File: config.mk
export PLATFORM = sky130hd
export DESIGN_NAME = payload_tx_arbiter_flat
export DESIGN_NICKNAME = d
export VERILOG_FILES = /design/src/rtl/payload_tx_arbiter_if.sv /design/src/rtl/payload_tx_arbiter.sv /design/src/flat_wrapper.sv
export SDC_FILE = /design/constraint.sdc
export NUM_CORES = 1
export LEC_CHECK = 0
export ABC_AREA = 1
export BUFFER_PORTS_ARGS = -buffer_cell sky130_fd_sc_hd__buf_2
export CAP_MARGIN = 10
export CORE_ASPECT_RATIO = 0.5
export CORE_MARGIN = 5
export CORE_UTILIZATION = 35
export CTS_CLUSTER_SIZE = 8
export DETAILED_ROUTE_END_ITERATION = 10
export PLACE_DENSITY = 0.6
export RECOVER_POWER = 50
export SLEW_MARGIN = 10
export SYNTH_ARGS = -nofsm -noshare
export SYNTH_HDL_FRONTEND = slang
export SYNTH_SLANG_ARGS = --single-unit
File: constraint.sdc
create_clock -name clk -period 3.6 [get_ports clk]
set_clock_uncertainty 0.15 [all_clocks]
set_input_delay 0.72 -clock clk [delete_from_list [all_inputs] [get_ports clk]]
set_output_delay 0.72 -clock clk [all_outputs]
set_load 0.05 [all_outputs]
File: src/rtl/payload_tx_arbiter_if.sv
// Payload arbiter bundle: requester side plus TX serializer side.
// The arbiter takes the master view; producers and serializer take slave.
interface payload_tx_arbiter_if #(
  parameter int N_REQ     = 2,
  parameter int PAYLOAD_W = 44
);
  localparam int ID_W = (N_REQ > 1) ? $clog2(N_REQ) : 1;

  logic [N_REQ-1:0]           req_valid;
  logic [N_REQ*PAYLOAD_W-1:0] req_data;
  logic [N_REQ-1:0]           req_ready;
  logic                       tx_start;
  logic [PAYLOAD_W-1:0]       tx_data;
  logic                       tx_busy;
  logic                       tx_done;
  logic [ID_W-1:0]            grant_id;
  logic                       timeout_err;
  logic [15:0]                frames_sent;

  modport master (
    input  req_valid,
    input  req_data,
    input  tx_busy,
    input  tx_done,
    output req_ready,
    output tx_start,
    output tx_data,
    output grant_id,
    output timeout_err,
    output frames_sent
  );

  modport slave (
    output req_valid,
    output req_data,
    output tx_busy,
    output tx_done,
    input  req_ready,
    input  tx_start,
    input  tx_data,
    input  grant_id,
    input  timeout_err,
    input  frames_sent
  );
endinterface

File: src/rtl/payload_tx_arbiter.sv
// Round-robin arbiter sharing one Ethernet TX serializer among producers.
// Handles launch handshake, inter-frame gap and stuck-serializer timeout.
module payload_tx_arbiter #(
  parameter int N_REQ       = 2,
  parameter int PAYLOAD_W   = 44,
  parameter int IFG_CYCLES  = 48,
  parameter int TIMEOUT_CYC = 4096
) (
  input logic                  clk,
  input logic                  rst_n,
  payload_tx_arbiter_if.master bus
);
  localparam int ID_W = (N_REQ > 1) ? $clog2(N_REQ) : 1;
  localparam int CNT_MAX =
    (TIMEOUT_CYC > IFG_CYCLES) ? TIMEOUT_CYC : IFG_CYCLES;
  localparam int CW = $clog2(CNT_MAX + 1);

  typedef enum logic [1:0] {
    IDLE,
    LAUNCH,
    WAIT_DONE,
    GAP
  } state_t;

  state_t state;
  state_t state_d;

  logic [CW-1:0]        cnt;
  logic [CW-1:0]        cnt_d;
  logic [ID_W-1:0]      last;
  logic [ID_W-1:0]      last_d;
  logic [ID_W-1:0]      grant;
  logic [ID_W-1:0]      grant_d;
  logic [ID_W-1:0]      win;
  logic [ID_W-1:0]      cand;
  logic                 hit;
  int                   sel;
  logic [PAYLOAD_W-1:0] data_q;
  logic [PAYLOAD_W-1:0] data_d;
  logic [N_REQ-1:0]     ready_q;
  logic [N_REQ-1:0]     ready_d;
  logic                 start_q;
  logic                 start_d;
  logic                 tmo_q;
  logic                 tmo_d;
  logic [15:0]          frames;
  logic                 frame_inc;
  logic                 tmo_hit;
  logic                 gap_end;

  assign bus.req_ready   = ready_q;
  assign bus.tx_start    = start_q;
  assign bus.tx_data     = data_q;
  assign bus.grant_id    = grant;
  assign bus.timeout_err = tmo_q;
  assign bus.frames_sent = frames;

  // Search last+1, last+2, ... so the previous winner goes last.
  always_comb begin
    win  = '0;
    hit  = 1'b0;
    sel  = 0;
    cand = '0;
    for (int k = 1; k <= N_REQ; k++) begin
      sel  = (int'(last) + k) % N_REQ;
      cand = ID_W'(sel);
      if (!hit && bus.req_valid[cand]) begin
        hit = 1'b1;
        win = cand;
      end
    end
  end

  // A done pulse on the expiry cycle wins over the timeout.
  assign tmo_hit = (state == WAIT_DONE) && !bus.tx_done &&
                   (cnt == CW'(TIMEOUT_CYC - 1));
  assign gap_end = (state == GAP) &&
                   (cnt == CW'(IFG_CYCLES - 1));

  always_ff @(posedge clk) begin
    if (!rst_n) begin
      state <= IDLE;
    end else begin
      state <= state_d;
    end
  end

  always_comb begin
    state_d = state;
    unique case (state)
      IDLE:      if (hit) state_d = LAUNCH;
      LAUNCH:    if (!bus.tx_busy) state_d = WAIT_DONE;
      WAIT_DONE: if (bus.tx_done || tmo_hit) state_d = GAP;
      GAP:       if (gap_end) state_d = IDLE;
      default:   state_d = IDLE;
    endcase
  end

  always_comb begin
    ready_d   = '0;
    start_d   = 1'b0;
    tmo_d     = 1'b0;
    frame_inc = 1'b0;
    data_d    = data_q;
    last_d    = last;
    grant_d   = grant;
    cnt_d     = cnt;
    unique case (state)
      IDLE: begin
        if (hit) begin
          ready_d[win] = 1'b1;
          data_d  = bus.req_data[int'(win)*PAYLOAD_W +: PAYLOAD_W];
          last_d  = win;
          grant_d = win;
        end
      end
      LAUNCH: begin
        if (!bus.tx_busy) begin
          start_d = 1'b1;
          cnt_d   = '0;
        end
      end
      WAIT_DONE: begin
        if (bus.tx_done) begin
          frame_inc = 1'b1;
          data_d    = '0;
          cnt_d     = '0;
        end else if (tmo_hit) begin
          tmo_d  = 1'b1;
          data_d = '0;
          cnt_d  = '0;
        end else begin
          cnt_d = cnt + 1'b1;
        end
      end
      GAP: begin
        cnt_d = gap_end ? '0 : cnt + 1'b1;
      end
      default: begin
        cnt_d = '0;
      end
    endcase
  end

  always_ff @(posedge clk) begin
    if (!rst_n) begin
      cnt     <= '0;
      last    <= ID_W'(N_REQ - 1);
      grant   <= '0;
      data_q  <= '0;
      ready_q <= '0;
      start_q <= 1'b0;
      tmo_q   <= 1'b0;
      frames  <= '0;
    end else begin
      cnt     <= cnt_d;
      last    <= last_d;
      grant   <= grant_d;
      data_q  <= data_d;
      ready_q <= ready_d;
      start_q <= start_d;
      tmo_q   <= tmo_d;
      if (frame_inc) begin
        frames <= frames + 16'd1;
      end
    end
  end
endmodule
File: src/flat_wrapper.sv
// flat-port wrapper written by rule: the top's interface ports become plain ports
module payload_tx_arbiter_flat 
#(
  parameter int N_REQ       = 2,
  parameter int PAYLOAD_W   = 44,
  parameter int IFG_CYCLES  = 48,
  parameter int TIMEOUT_CYC = 4096
)
  (clk, rst_n, bus_req_valid, bus_req_data, bus_tx_busy, bus_tx_done, bus_req_ready, bus_tx_start, bus_tx_data, bus_grant_id, bus_timeout_err, bus_frames_sent);
  payload_tx_arbiter_if #(.N_REQ(N_REQ), .PAYLOAD_W(PAYLOAD_W)) bus_i ();
  input logic clk;
  input logic rst_n;
  input wire logic [$bits(bus_i.req_valid)-1:0] bus_req_valid;
  input wire logic [$bits(bus_i.req_data)-1:0] bus_req_data;
  input wire logic [$bits(bus_i.tx_busy)-1:0] bus_tx_busy;
  input wire logic [$bits(bus_i.tx_done)-1:0] bus_tx_done;
  output wire logic [$bits(bus_i.req_ready)-1:0] bus_req_ready;
  output wire logic [$bits(bus_i.tx_start)-1:0] bus_tx_start;
  output wire logic [$bits(bus_i.tx_data)-1:0] bus_tx_data;
  output wire logic [$bits(bus_i.grant_id)-1:0] bus_grant_id;
  output wire logic [$bits(bus_i.timeout_err)-1:0] bus_timeout_err;
  output wire logic [$bits(bus_i.frames_sent)-1:0] bus_frames_sent;
  assign bus_i.req_valid = bus_req_valid;
  assign bus_i.req_data = bus_req_data;
  assign bus_i.tx_busy = bus_tx_busy;
  assign bus_i.tx_done = bus_tx_done;
  assign bus_req_ready = bus_i.req_ready;
  assign bus_tx_start = bus_i.tx_start;
  assign bus_tx_data = bus_i.tx_data;
  assign bus_grant_id = bus_i.grant_id;
  assign bus_timeout_err = bus_i.timeout_err;
  assign bus_frames_sent = bus_i.frames_sent;
  payload_tx_arbiter #(.N_REQ(N_REQ), .PAYLOAD_W(PAYLOAD_W), .IFG_CYCLES(IFG_CYCLES), .TIMEOUT_CYC(TIMEOUT_CYC)) u_core (.clk(clk), .rst_n(rst_n), .bus(bus_i));
endmodule
Word-level counts from Yosys, hierarchy flattened
Index checks and enable logic that the tools add are counted.

Bits in registers: 81. Output and inout bits: 65.

Add/subtract/negate cells: 4. Multiply operators: 1. Magnitude comparators: 4. Equality and inequality tests: 10. Shift operators: 1. Mux-type cells: 28. Bitwise operators: 2. Reductions and logical operators: 18.

Operators with widths (number): $mux 44 (3); $pmux 44 s2 (1); $shiftx 88x32->44 (1); $mux 13 (4); $pmux 13 s3 (1); $add 16x1->16 const B (1); $add 13x1->13 const B (1); $eq 13x12->1 const B (1); $eq 13x6->1 const B (1); $mux 1 (13); $mux 2 (4); $pmux 2 s4 (1); $lt 1x2->1 const B (3); $reduce_and 2->1 (3); $reduce_and 3->1 (2); $logic_and 1x1->1 (5); $mul 1x4->5 const B (1); $eq 2x2->1 const B (2); $ne 2x1->1 const B (2); $ne 2x2->1 const B (2); $reduce_and 4->1 (1); $ne 3x2->1 const B (1); $reduce_bool 3->1 (1); $reduce_or 3->1 (1); other kinds (9) (12).

Longest topological paths before layout
Gate-level depths: netlist of run 1.

Depth in word-level cells: 11. Mapped depth: 12. Depth with buffers taken out: 12.

Least setup slack after synthesis of run 1
Ideal clock, no wire load.

Kind: reg-to-reg. From: register u_core.frames[1] (netlist: u_core.bus.frames_sent[1]). To: register u_core.frames[10] (netlist: u_core.bus.frames_sent[10]). Setup time: 0.113 ns. Data arrival time: 1.603 ns. Required time: 3.337 ns. Setup slack: 1.733 ns. Cell stages (with the launch flop): 9. Clock period less this slack: 1.867 ns. Path through: dfxtp_1 > ha_1 > nand2_1 > nor2_1 > nand2_1 > nor2_4 > nand2_1 > o21ai_1 > nor2_1.

Longest elaborated chain between the ends: 1.

Ends and longest elaborated chain: start: declaration (line payload_tx_arbiter.sv:46) `logic [15:0] frames;`; start signal: assignment (line payload_tx_arbiter.sv:164) `frames <= frames + 16'd1;`; $add 16x1->16 (line payload_tx_arbiter.sv:164).

No other way between the ends. A chain may end at the register's enable or synchronous reset.

Worst setup path in the final report of run 1
From: register u_core.state[0]. To: register u_core.data_q[1] (netlist: u_core.bus.tx_data[1]).

Longest elaborated chain between the ends: 5. Elaborated cells between the ends (all ways): 9.

Ends and longest elaborated chain: start: declaration (line payload_tx_arbiter.sv:25) `state_t state;`; start signal: assignment (line payload_tx_arbiter.sv:84) `state <= state_d;`; $eq 2x2->1 (line payload_tx_arbiter.sv:75, payload_tx_arbiter.sv:108); $logic_and 1x1->1 (2 in series) (line payload_tx_arbiter.sv:75) `assign tmo_hit = (state == WAIT_DONE) && !bus.tx_done &&`; $ne 3x2->1 (no line); $reduce_and 3->1 (no line); end signal: assignment (line payload_tx_arbiter.sv:159) `data_q <= data_d;`; end: declaration (line payload_tx_arbiter.sv:38) `logic [PAYLOAD_W-1:0] data_q;`.

Several ways; a longest one is shown, not always the timed one.

==> results of run 1 <==
==> cells by family (layout without fill, tap and decap cells) <==
logic type / after synthesis / count (layout)
AOI/OAI and AO/OA: 128 / 128
buffers and inverters: 85 / 225
xor gates and xnor gates: 1 / 1
and+or+nand+nor: 341 / 341
adders and majority gates: 7 / 7
DFF: 81 / 81
==> cell usage after synthesis (all sizes together) <==
| cell | number | share of area, % |
|---|---|---|
| a211oi | 1 | 0.18 |
| a21o | 1 | 0.18 |
| a21oi | 106 | 13 |
| a31oi | 2 | 0.30 |
| buf | 22 | 3.4 |
| clkbuf | 14 | 1.2 |
| dfxtp | 81 | 38 |
| ha | 7 | 2.1 |
| inv | 49 | 4.4 |
| nand2 | 213 | 20 |
| nand3 | 66 | 8.1 |
| nand3b | 1 | 0.18 |
| nand4 | 10 | 1.5 |
| nor2 | 42 | 4.3 |
| nor3 | 8 | 1.1 |
| nor4 | 1 | 0.15 |
| o21ai | 16 | 1.9 |
| o21bai | 1 | 0.18 |
| o22ai | 1 | 0.15 |
| xor2 | 1 | 0.21 |
==> area by class of cell <==
cell class                 count  area [µm²]
inverter                      49         184
timing repair buffer         162         737
multi-input combinational    477        2220
clock inverter                 4        70.1
fill                        1303        6540
tap                          165         206
sequential                    81        1620
clock buffer                  10         229
==> per-stage QoR <==
step                      cell area (µm²)  std cells
after CTS                            5350        948
after global placement               5050        934
after floorplan                      4220        643
final                                5270        948
after global routing                 5270        948
after detailed placement             5050        934
==> flip-flops by register name (all words and copies together) (netlist names) <==
signal / cells
u_core.state: 2
u_core.bus.tx_start: 1
u_core.bus.frames_sent: 16
u_core.cnt: 13
u_core.last: 1
u_core.bus.req_ready: 2
u_core.bus.timeout_err: 1
u_core.bus.tx_data: 44
u_core.bus.grant_id: 1
==> critical path: cells and delay by family, from the launching register on <==
| family | cells | cell delay [ns] |
|---|---|---|
| AO/OA/AOI/OAI | 1 | 0.15 |
| AND/OR/NAND/NOR | 4 | 1.39 |
| flip-flops | 1 | 0.32 |
| adder cells (fa/ha/maj) | 1 | 0.52 |
| buffers and inverters | 2 | 0.24 |
==> report_power, final <==
part | internal (µW) | switching, µW | total, µW
logic | 410 | 1420 | 1830
registers | 1090 | 106 | 1190
clock network | 597 | 340 | 938
==> how the worst max path moves through the flow <==
stage / start / endpoint / slack (ns) / depth (start not counted)
2_1_floorplan: u_core.bus.frames_sent[1]$_SDFFE_PN0P_ / u_core.bus.frames_sent[10]$_SDFFE_PN0P_ / 1.73 / 8
3_3_place_gp: u_core.state[0]$_SDFFE_PN0P_ / u_core.bus.tx_data[41]$_SDFFE_PN0P_ / 0.76 / 8
3_5_place_dp: u_core.state[0]$_SDFFE_PN0P_ / u_core.bus.tx_data[43]$_SDFFE_PN0P_ / 0.71 / 8
4_1_cts: u_core.state[0]$_SDFFE_PN0P_ / u_core.bus.tx_data[32]$_SDFFE_PN0P_ / 0.69 / 8
5_1_grt: u_core.state[0]$_SDFFE_PN0P_ / u_core.bus.tx_data[13]$_SDFFE_PN0P_ / 0.35 / 8
6_report: u_core.state[0]$_SDFFE_PN0P_ / u_core.bus.tx_data[1]$_SDFFE_PN0P_ / 0.68 / 8
==> routing by layer <==
| layer | track usage, % | vias up | part of all wire (%) |
|---|---|---|---|
| met3 | 4.23 | 4 | 6.4 |
| met2 | 27.9 | 89 | 46 |
| met1 | 21.0 | 1999 | 47 |
| met4 | 3.17 | 0 | 0.53 |
| met5 | 0 | - | 0 |
| li1 | - | 2365 | - |
==> impl_metrics.yaml, run 1 <==
clock_network:
  cts_made_buffers: 9
  clock_tree.root_cell: "sky130_fd_sc_hd__clkbuf_16"
  h_tree_levels: 3
  numClockSinks: 81
  holdBufCountCts: 0
  ctsLongestPathBuffers: 2
  worstSkewPairLatency_ns: 0.33
  clk_transition_reported_paths_ns: 0.06
  postCtsSetupBuffers: 0
  tritoncts_clock_tree: "yes"
  cts.repair.resized: 0
setup_path:
  timing.critical_path.cells: "inv_1 -> ha_2 -> inv_1 -> nor2_1 -> nand2_4 -> nand2_2 -> nand2_1 -> a21oi_1"
  max_stage_delay_ns: 0.74
  endpoint_kind: "flip-flop"
  worst-path-max-fanout: 49
  reg2reg_setup_slack_ns: 0.68
  r2r-end: "u_core.bus.tx_data[1]$_SDFFE_PN0P_"
  critPathSlowestCell: "sky130_fd_sc_hd__nand2_2"
  timing.critical_path.from_type: "flip-flop"
  worstPathArrival_ns: 3.00
  critPathKind: "flip-flop to flip-flop"
  regToRegStartpoint: "u_core.state[0]$_SDFFE_PN0P_"
  depth_of_the_worst_register_to_register_path: 8
  most_frequent_cp_cell: "sky130_fd_sc_hd__inv_1"
  cp_data_required_time_ns: 3.68
pwr:
  p_leak_uw: 0.00230
  pwr_per_cell_area_nw_per_um2: 753
  total_power_uw: 3960
  vdd_ir_drop_max_mv: 0.331
logic_synthesis:
  synth_cell_type_count: 31
  syn_nets: 744
  fraction_of_the_mapped_netlist_area_in_compound_gates_pct: 15.5
  synthesis.instances: 643
  synth_top_family_by_area: "simple AND/OR/NAND/NOR gates"
  postSynthRegisterBits: 81
  post_synth_and_or_nand_nor_area_fraction_pct: 34.8
  post_synth.cell_area_avg_um2: 6.56
  post_synth_instance_area_um2: 4220
  synthXorXnorAreaFrac_pct: 0.208
  synthAdderAreaFrac_pct: 2.08
  muxShareOfSynthArea_pct: 0
  synth-warning-count: 0
  synth-seq-area-share_pct: 38.5
layout:
  area_growth_syn_to_layout_pct: 24.9
  post_route_cells_drive_above_1_share_pct: 16.1
  most_common_cell_after_layout_fill_and_taps_aside: "sky130_fd_sc_hd__nand2_1"
  finalNetCount: 881
  fraction_of_the_core_area_covered_by_cells_at_the_end_of_the_flow_pct: 44.6
  commonest_non_fill_non_tap_cells_in_the_layout: "sky130_fd_sc_hd__nand2_1, sky130_fd_sc_hd__a21oi_1, sky130_fd_sc_hd__buf_2, sky130_fd_sc_hd__dfxtp_1, sky130_fd_sc_hd__clkbuf_1"
  num_antenna_cells: 0
route:
  detailroute.via_count: 4457
  firstDrtPassIters: 4
  detail_route.drc_violations: 0
  drt_first_iter_violations: 253
  post_drt_wl_per_cell_um: 12.7
  detail_route.vias_per_cell: 4.70
  postRouteAntennaNets: 0
  finalWirelength_mm: 12.0
sta:
  worst_slew_pin_tran_ns: 1.77
  finalMaxSlewViolations: 56
  setup_slack_of_the_critical_path_after_layout_ns: 0.685
  max_freq_ghz: 0.343
  finalCritPeriodShare_pct: 81.0
  final_hold_viol_count: 0
  setup_viol: 0
  totalNegativeSetupSlack_ns: 0
  fin_hold_ws_ns: 0.311
  slew_headroom_pct: -18.1
  rsz0062_at_grt: "no"
  finalCriticalPeriod_ns: 2.92
floorplanning:
  die_height_um: 87.6
  core_area_um2: 11800
  design.portCount: 159
  fp.dieArea_um2: 14500
  placement_rows: 28
  floorplan.initialDensity_pct: 35.7
  die_w_um: 165
outcome:
  outcome: "finished with violations"
  violations: "capacitance limit, slew limit"
hold_path:
  hold_path.startpoint: "u_core.bus.tx_data[36]$_SDFFE_PN0P_"
  worst_hold_path.num_cells: 2
  timing.hold.worst.class: "flip-flop to flip-flop"
  worstHoldEndpoint: "u_core.bus.tx_data[36]$_SDFFE_PN0P_"
placed_design:
  place_hpwl_mm: 8.48
  detailedPlace.worstSlack_ns: 0.708
  globalplace.congestion: 0.811
  port_buffers: 158
grt:
  grt_pass1_wl_mm: 19.4
  via_count_of_the_first_global_routing_pass: 4192
  grt_max_degree: 56
  antenna_found_initial: 0
  globalRoute.totalOverflow: 0
  grtUsageTotal_pct: 16.3
job:
  maxCapViolations: 1
(Power assumes the default switching activity.)
==> inputs of run 2 (changes only) <==
ABC_AREA = 0   (was 1)
PLACE_DENSITY = 0.64   (was 0.6)
clock period = 2.4 ns   (was 3.6 ns; I/O delays follow)
==> run 2 against run 1 <==
Net effect: the flow now finishes without violations; setup slack got worse by 0.52 ns; cell count down 29%; wire length down 20%; sequential power grew 47%; count of clock-buffer cells in the layout increased by 2; highest routed layer unchanged; synthesized area shrank 11%; clock power increased by 56%; fmax up 30%; total power grew 30%; via count is 24% lower; register-to-register slack got worse by 0.52 ns; worst hold slack lost 0.075 ns.
==> impl_metrics.yaml, run 2 <==
outcome:
  outcome: "finished clean"
logic_synthesis:
  synth_cell_type_count: 51
  yosysTopAreaCellShare_pct: 43.3
  ys_top_cells_by_area: "sky130_fd_sc_hd__dfxtp_1, sky130_fd_sc_hd__mux2i_1, sky130_fd_sc_hd__o2bb2ai_1, sky130_fd_sc_hd__nand2_1, sky130_fd_sc_hd__ha_1"
  postSynthRegisterBits: 81
  synth_common_cells: "sky130_fd_sc_hd__dfxtp_1, sky130_fd_sc_hd__mux2i_1, sky130_fd_sc_hd__o2bb2ai_1"
  syn_nets: 475
  number_of_synthesized_flops_with_an_enable_pin: 0
  post_synth_instance_area_um2: 3750
  synth-seq-area-share_pct: 43.3
  synth-warning-count: 0
  ys_async_sr_fraction_pct: 0
  post-synth-top-area-cell: "sky130_fd_sc_hd__dfxtp_1"
  synth_ff_type: "sky130_fd_sc_hd__dfxtp_1"
  post_synth.cell_area_avg_um2: 10.0
  synthesis.instances: 374
  synth_most_common_cell: "sky130_fd_sc_hd__dfxtp_1"
floorplanning:
  fp.dieArea_um2: 13000
  placement_rows: 26
  floorplan.initialDensity_pct: 36.3
  design.portCount: 159
  core_area_um2: 10300
  die_height_um: 83.2
  die_w_um: 156
placed_design:
  port_buffers: 158
  detailedPlace.worstSlack_ns: 0.185
  globalplace.congestion: 0.832
  place_hpwl_mm: 7.20
  placedCellCount: 660
clock_network:
  cts_made_buffers: 9
  clock_tree.root_cell: "sky130_fd_sc_hd__clkbuf_16"
  numClockSinks: 81
  ctsLongestPathBuffers: 2
  tritoncts_clock_tree: "yes"
  holdBufCountCts: 0
  postCtsSetupBuffers: 0
  cts.repair.resized: 0
  h_tree_levels: 3
  clk_transition_reported_paths_ns: 0.06
  worstSkewPairLatency_ns: 0.33
setup_path:
  endpoint_kind: "flip-flop"
  timing.critical_path.from_type: "flip-flop"
  critPathKind: "flip-flop to flip-flop"
  cp_data_required_time_ns: 2.44
  critPathSlowestCell: "sky130_fd_sc_hd__or4_1"
  max_stage_delay_ns: 0.57
  timing.critical_path.cells: "or4_1 -> o31a_1 -> o211ai_1 -> o311ai_0"
  worst-path-max-fanout: 16
  worstPathArrival_ns: 2.28
route:
  detailroute.via_count: 3403
  finalWirelength_mm: 9.64
  detail_route.vias_per_cell: 5.03
  firstDrtPassIters: 4
  detail_route.drc_violations: 0
  postRouteAntennaNets: 0
  post_drt_wl_per_cell_um: 14.3
  drt_first_iter_violations: 188
hold_path:
  timing.hold.worst.class: "primary input to flip-flop"
sta:
  rsz0062_at_grt: "no"
  worst_slew_pin_tran_ns: 0.854
  finalCriticalPeriod_ns: 2.24
  finalCritPeriodShare_pct: 93.3
  fin_hold_ws_ns: 0.236
  max_freq_ghz: 0.447
  setup_viol: 0
  slew_headroom_pct: 43.1
  finalMaxSlewViolations: 0
  final_hold_viol_count: 0
  totalNegativeSetupSlack_ns: 0
  setup_slack_of_the_critical_path_after_layout_ns: 0.160
grt:
  global_route.usage.met2_pct: 25.3
  top_usage_layer: "met2"
  gr-usage-met1_pct: 19.0
  grtUsageTotal_pct: 15.0
  grt_util_met3_pct: 3.84
  globalRoute.totalOverflow: 0
  grt_pass1_wl_mm: 16.2
  antenna_found_initial: 0
  via_count_of_the_first_global_routing_pass: 3315
  grt_max_degree: 45
pwr:
  total_power_uw: 5170
  p_leak_uw: 0.00194
  pwr_per_cell_area_nw_per_um2: 1050
  vdd_ir_drop_max_mv: 0.460
job:
  maxCapViolations: 0
layout:
  commonest_non_fill_non_tap_cells_in_the_layout: "sky130_fd_sc_hd__buf_2, sky130_fd_sc_hd__dfxtp_1, sky130_fd_sc_hd__clkbuf_1, sky130_fd_sc_hd__mux2i_1, sky130_fd_sc_hd__o2bb2ai_1"
  largest_register_ff_count: 44
  num_antenna_cells: 0
  finalNetCount: 632
  area_growth_syn_to_layout_pct: 31.8
  most_common_cell_after_layout_fill_and_taps_aside: "sky130_fd_sc_hd__buf_2"
  finish.cell_count_without_fillers: 676
  post_route_cells_drive_above_1_share_pct: 22.9
[run 2: cell count changes in the layout (fill, tap and decap cells not counted), sizes merged, moves of 6 or more]
cell	before	now
o2bb2ai	0	44
mux2i	0	47
nor2	42	20
a21oi	106	9
nand3	66	14
and3	0	6
buf	97	104
inv	49	8
o21ai	16	5
xor2	1	7
nand2	213	25
o2111ai	0	9
nor3	8	2
[run 2: routing by layer]
metal | vias up | share of wire [%] | routed length, µm
met2 | 91 | 49 | 4770
met1 | 1571 | 45 | 4320
met4 | 0 | 0.74 | 71
li1 | 1734 | - | -
met5 | - | 0 | 0
met3 | 7 | 5.0 | 479
[run 2: final timing paths]
| kind | slack [ns] | from | cells past startpoint | to |
|---|---|---|---|---|
| max reg2reg | 0.16 | u_core.cnt[4]$_SDFFE_PN0P_ | 4 | u_core.cnt[5]$_SDFFE_PN0P_ |
| min reg2reg | 0.31 | u_core.bus.tx_data[21]$_SDFFE_PN0P_ | 1 | u_core.bus.tx_data[21]$_SDFFE_PN0P_ |
| max | 0.16 | u_core.cnt[4]$_SDFFE_PN0P_ | 4 | u_core.cnt[5]$_SDFFE_PN0P_ |
| min | 0.24 | bus_req_valid[1] | 2 | u_core.bus.req_ready[0]$_SDFF_PN0_ |
[run 2: cells by family after synthesis]
| group | Yosys count | share of synthesized area [%] |
|---|---|---|
| simple gates | 98 | 13.8 |
| compound gates | 97 | 21.2 |
| mux | 47 | 12.6 |
| buf+inv | 33 | 4.27 |
| fa+ha+maj | 7 | 2.34 |
| flops | 81 | 43.3 |
| xor+xnor | 11 | 2.57 |
[run 2: layout make-up]
| type | count | area, µm² |
|---|---|---|
| fill | 1000 | 5370 |
| sequential | 81 | 1620 |
| timing repair buffer | 170 | 807 |
| clock inverter | 4 | 76.3 |
| multi-input combinational | 260 | 1980 |
| tap | 140 | 175 |
| inverter | 9 | 33.8 |
| clock buffer | 12 | 246 |
[run 2: report_power, final]
group	total, µW	switching [µW]	internal (µW)
sequential	1750	153	1600
clock	1460	516	942
combinational	1960	1430	528
[run 2: stage by stage]
step | util, % | area, µm²
2_1_floorplan | - | 3750
3_3_place_gp | 45.6 | 4700
3_5_place_dp | 45.6 | 4700
4_1_cts | 48.7 | 5020
5_1_grt | 47.9 | 4940
6_report | 47.9 | 4940
[run 2: worst max-delay path: cells and delay by family, from the launching register on]
family / cells / cell delay (ns)
compound gates: 3 / 1.01
simple gates: 1 / 0.57
flops: 1 / 0.37
